[config.mk]
export PLATFORM = sky130hd
export DESIGN_NAME = fetch_unit
export DESIGN_NICKNAME = d
export VERILOG_FILES = /design/src/rtl/fetch_unit.sv
export SDC_FILE = /design/constraint.sdc
export NUM_CORES = 1
export LEC_CHECK = 0
export ABC_AREA = 1
export CORE_UTILIZATION = 49
export DETAILED_ROUTE_END_ITERATION = 7
export HOLD_SLACK_MARGIN = 0.03
export MAX_ROUTING_LAYER = met4
export PLACE_DENSITY = 0.77
export SYNTH_ARGS = -nofsm -noshare
export SYNTH_HDL_FRONTEND = slang
export SYNTH_SLANG_ARGS = --single-unit
[constraint.sdc]
create_clock -name i_clk -period 2.55 [get_ports i_clk]
set_input_delay 0.255 -clock i_clk [delete_from_list [all_inputs] [get_ports i_clk]]
set_output_delay 0.255 -clock i_clk [all_outputs]
set_load 0.05 [all_outputs]
[src/rtl/fetch_unit.sv]
// Instruction fetch unit: credit-limited request issue, in-order response
// tagging, 2-entry instruction FIFO toward decode, and redirect flush.
module fetch_unit #(
    parameter logic [31:0] RESET_PC = 32'h0000_0000
) (
    input  logic        i_clk,
    input  logic        i_rst_n,
    output logic        o_imem_req,
    output logic [31:0] o_imem_addr,
    input  logic        i_imem_gnt,
    input  logic        i_imem_rvalid,
    input  logic [31:0] i_imem_rdata,
    output logic        o_inst_vld,
    output logic [31:0] o_inst,
    output logic [31:0] o_pc,
    input  logic        i_inst_rdy,
    input  logic        i_redirect,
    input  logic [31:0] i_redirect_pc
);

    typedef enum logic {
        BOOT,
        RUN
    } state_t;

    state_t      state;
    logic [31:0] fetch_pc;
    logic [1:0]  outst;
    logic [1:0]  drop;
    logic [1:0]  cnt;

    logic [31:0] tag_q [2];
    logic        tag_wp;
    logic        tag_rp;

    logic [31:0] fq_pc   [2];
    logic [31:0] fq_inst [2];
    logic        fq_wp;
    logic        fq_rp;

    logic        run;
    logic        grant;
    logic        rsp;
    logic        flush;
    logic        push;
    logic        pop;
    logic [2:0]  credit_used;
    logic [1:0]  outst_nxt;
    logic        unused_ok;

    assign unused_ok = ^i_redirect_pc[1:0];

    // Outstanding requests include those whose responses will be dropped,
    // so the FIFO always has room for every response still in flight.
    assign run         = (state == RUN);
    assign credit_used = {1'b0, outst} + {1'b0, cnt};
    assign o_imem_req  = run & ~i_redirect & (credit_used < 3'd2);
    assign o_imem_addr = fetch_pc;

    assign grant     = o_imem_req & i_imem_gnt;
    assign rsp       = i_imem_rvalid & (outst != 2'd0);
    assign flush     = run & i_redirect;
    assign push      = rsp & ~flush & (drop == 2'd0);
    assign pop       = o_inst_vld & i_inst_rdy & ~flush;
    assign outst_nxt = outst + {1'b0, grant} - {1'b0, rsp};

    assign o_inst_vld = (cnt != 2'd0);
    assign o_inst     = fq_inst[fq_rp];
    assign o_pc       = fq_pc[fq_rp];

    always_ff @(posedge i_clk or negedge i_rst_n) begin
        if (!i_rst_n) begin
            state      <= BOOT;
            fetch_pc   <= RESET_PC;
            outst      <= 2'd0;
            drop       <= 2'd0;
            cnt        <= 2'd0;
            tag_q[0]   <= RESET_PC;
            tag_q[1]   <= RESET_PC;
            tag_wp     <= 1'b0;
            tag_rp     <= 1'b0;
            fq_pc[0]   <= RESET_PC;
            fq_pc[1]   <= RESET_PC;
            fq_inst[0] <= 32'h0;
            fq_inst[1] <= 32'h0;
            fq_wp      <= 1'b0;
            fq_rp      <= 1'b0;
        end else begin
            state <= RUN;
            outst <= outst_nxt;

            if (grant) begin
                tag_q[tag_wp] <= fetch_pc;
                tag_wp        <= ~tag_wp;
            end
            if (rsp) begin
                tag_rp <= ~tag_rp;
            end

            if (flush) begin
                drop <= outst_nxt;
            end else if (rsp && drop != 2'd0) begin
                drop <= drop - 2'd1;
            end

            // Redirect in BOOT still retargets the first fetch.
            if (i_redirect) begin
                fetch_pc <= {i_redirect_pc[31:2], 2'b00};
            end else if (grant) begin
                fetch_pc <= fetch_pc + 32'd4;
            end

            if (flush) begin
                cnt   <= 2'd0;
                fq_wp <= 1'b0;
                fq_rp <= 1'b0;
            end else begin
                if (push) begin
                    fq_pc[fq_wp]   <= tag_q[tag_rp];
                    fq_inst[fq_wp] <= i_imem_rdata;
                    fq_wp          <= ~fq_wp;
                end
                if (pop) begin
                    fq_rp <= ~fq_rp;
                end
                cnt <= cnt + {1'b0, push} - {1'b0, pop};
            end
        end
    end

endmodule

==> flow_summary_export.csv <==
group,metric,value,unit
critical_path,worstPathRequired,2.94,ns
timing,hold_violations,0,
routing,drtIter0Drc,586,
critical_path,r2r_end,"drop[1]",
clock_tree,clockRootBuffer,"clkbuf_16",
clock_tree,clk_pin_slew,0.06,ns
global_route,grt_pass1_vias,8640,
power_and_ir_drop,leakagePower,6.487,nW
floorplanning,die_y,148.7,um
clock_tree,clk_latency,0.52,ns
critical_path,cpPeakStageDelay,0.47,ns
global_route,antenna_found_initial,0,
critical_path,crit_path_end_kind,"flop",
synth,yosysWarnings,0,
routing,vias,9013,
floorplanning,rows,53,
timing,hold_slack,0.3002,ns
timing,tns,0,ns
place,gp_congestion,0.8967,
timing,finalCriticalPeriod,2.391,ns
critical_path,crit_path_start_kind,"flop",
synth,yosysUniqueCellTypes,34,
critical_path,r2r_setup_slack,0.16,ns
synth,netlist.area_leader.share,0.5337,
critical_path,path_cells,"nand2_1 > inv_1 > fa_1 > nor2_4 > nand4_4 > ha_1 > inv_1 > ha_1 > xnor2_2 > xnor2_1 > o21ai_0 > nand2_1",
synth,synthesis.area,10550,um2
synth,ys_ff_latch,225,
synth,yosysTopAreaCell,"dfrtp_1",
power_and_ir_drop,vdd.ir_drop.worst,559.4,uV
synth,async_reset_ff_frac,1.000,
routing,postRouteAntennaNets,0,
timing,tightest_slew,1.089,ns
critical_path,crit_arrival,2.78,ns
critical_path,cp_slowest_cell,"fa_1",
routing,drc,0,
clock_tree,cts_made_buffers,24,
routing,wl,25.13,mm
synth,yosysSeqAreaShare,0.5337,
power_and_ir_drop,power_density,1323,nW/um2
outcome,outcome,"finished, final reports clean",
hold_path,whs_endpoint,"o_imem_addr[16]",
place,dp_hpwl,16.96,mm
timing,setup_viol_count_final,0,
synth,syn_area_per_cell,7.849,um2
run,maxCapViolations,0,
critical_path,path_delay_family,"adder cells",
place,portBuffers,161,
routing,routedWlPerCell,14.10,um
synth,synth_edf_count,0,
clock_tree,cts_tree,"done",
critical_path,r2r-start,"outst[0]",
global_route,grt_usage,0.2458,
timing,skew,0.01091,ns
final_layout,nNetsFinal,1567,
power_and_ir_drop,power,0.01740,W
floorplanning,initial_utilization,0.5002,
global_route,grt.overflow.total,0,
final_layout,num_antenna_cells,0,
synth,synth_area_leaders,"dfrtp_1 (53%), nand2_1 (18%), o21ai_0 (6.4%)",
global_route,grt_max_degree,70,
timing,fmaxAchievable,0.4182,GHz
final_layout,syn2layout_area_growth,24.68,%
final_layout,drive_gt1_frac,0.09954,
clock_tree,postCtsSetupBuffers,0,
floorplanning,die-width,148.7,um
clock_tree,h-tree-depth,1,
hold_path,whs_path_depth,3,
critical_path,worstSetupPathType,"flop to flop",
clock_tree,clockBufferDepth,3,
critical_path,rr_worst_depth,12,
critical_path,crit_buf_inv,2,
timing,slew_headroom,0.2731,
floorplanning,io_pins,168,
synth,syn_inst,1344,
floorplanning,core_area,21090,um2
global_route,grt_pass1_wl,42.55,mm
hold_path,hp-start,"i_redirect_pc[16]",
clock_tree,cts_num_sinks,225,
critical_path,worstPathMaxFanout,3,
routing,drt_first_pass_iters,5,
synth,ys.flop_type,"dfrtp_1",
timing,min_period_over_period,0.9377,
timing,slew_viol_final,0,
timing,grt_setup_unrepaired,"false",
synth,yosysMostFrequentCell,"nand2_1",
synth,synth_common_cells,"nand2_1 (512), dfrtp_1 (225), o21ai_0 (135), inv_1 (126), nor2_1 (74)",
routing,vias_per_cell,5.058,
hold_path,worstHoldPathType,"input pin to flop",
floorplanning,die-area,22120,um2
==> routing by layer <==
metal,share of wire,up-vias,global-route usage,wire (um)
met2,0.46,269,0.3787,11620
met4,0.017,0,0.06649,424
met1,0.46,4168,0.3461,11630
li1,-,4542,-,-
met5,0,-,-,0
met3,0.058,34,0.02669,1452
==> repair_timing <==
| action | 4_1_cts | 5_1_grt |
|---|---|---|
| hold buffers | 1 | 0 |
| endpoints found under the hold margin | 64 | 0 |
| setup endpoints to repair | 0 | 1 |
| resized for setup | 0 | 3 |
==> where the power goes <==
group | total, W | switching [W] | internal [W]
registers | 0.00595 | 0.000874 | 0.00507
logic | 0.00801 | 0.00551 | 0.00250
clock network | 0.00344 | 0.00138 | 0.00206
total | 0.0174 | 0.00776 | 0.00964
==> through the flow <==
step | worst slack [ns] | std cells | instance area (um2) | util
finish | 0.1589 | 1782 | 13150 | 0.6237
global route | 0.01429 | 1782 | 13150 | 0.6237
CTS | 0.005891 | 1782 | 13140 | 0.6230
detailed placement | 0.03129 | 1738 | 12340 | 0.5853
global placement | 0.1510 | 1738 | 12340 | 0.5853
floorplan | 0.1976 | 1347 | 10560 | -
==> sequential cells by signal, indices dropped and copies added, names as in the netlist <==
name,cells
cnt,2
drop,2
fq_inst,64
fq_pc,60
fq_rp,1
fq_wp,1
o_imem_addr,30
outst,2
run,1
tag_q,60
tag_rp,1
tag_wp,1
==> layout make-up <==
type	count	area [um2]
clock buffers	37	730.7
clock inverters	6	55.05
fillers	1824	7935
inverters	132	495.5
multi-input cells	922	4129
flip-flops and latches	225	5632
well taps	275	344.1
repair buffers	185	1767
==> worst min-delay path, cell delays in order <==
cell             delay, ns
clkdlybuf4s50_1       0.39
nand2_1               0.06
nand3_1               0.07
==> placed cells by master (no fill, tap or decap), types with 2 or more instances in the layout <==
cell,instances
nand2_1,512
dfrtp_1,224
o21ai_0,135
inv_1,126
clkdlybuf4s50_1,97
buf_4,76
nor2_1,73
o21ai_1,66
nand3_1,47
a31oi_1,30
clkbuf_16,25
o21ai_2,11
buf_12,10
xor2_1,6
o211ai_1,6
ha_1,6
clkbuf_8,6
clkbuf_1,6
conb_1,5
clkinv_2,5
inv_2,4
nor3_1,4
a21oi_1,3
xnor2_1,3
or2_2,2
nor2_2,2
nand4_1,2
clkinv_1,2
nor2_4,2
==> worst max path at each step <==
stage / startpoint / slack (ns) / depth (start not counted) / end
global route: outst[0] / 0.01 / 12 / drop[1]
global placement: outst[0] / 0.15 / 12 / drop[1]
finish: outst[0] / 0.16 / 12 / drop[1]
floorplan: outst[0] / 0.20 / 12 / drop[1]
CTS: outst[0] / 0.006 / 12 / drop[1]
detailed placement: outst[0] / 0.03 / 12 / drop[1]
==> cells by family after synthesis <==
kind of cell,count (synthesis),share of synthesized area
AO/OA/AOI/OAI,252,0.1288
flip-flops,225,0.5337
adder cells (fa/ha/maj),7,0.009014
buffers and inverters,200,0.07733
AND/OR/NAND/NOR,648,0.2421
XOR/XNOR,10,0.008302
other,2,0.0007119
(Power assumes the default switching activity.)
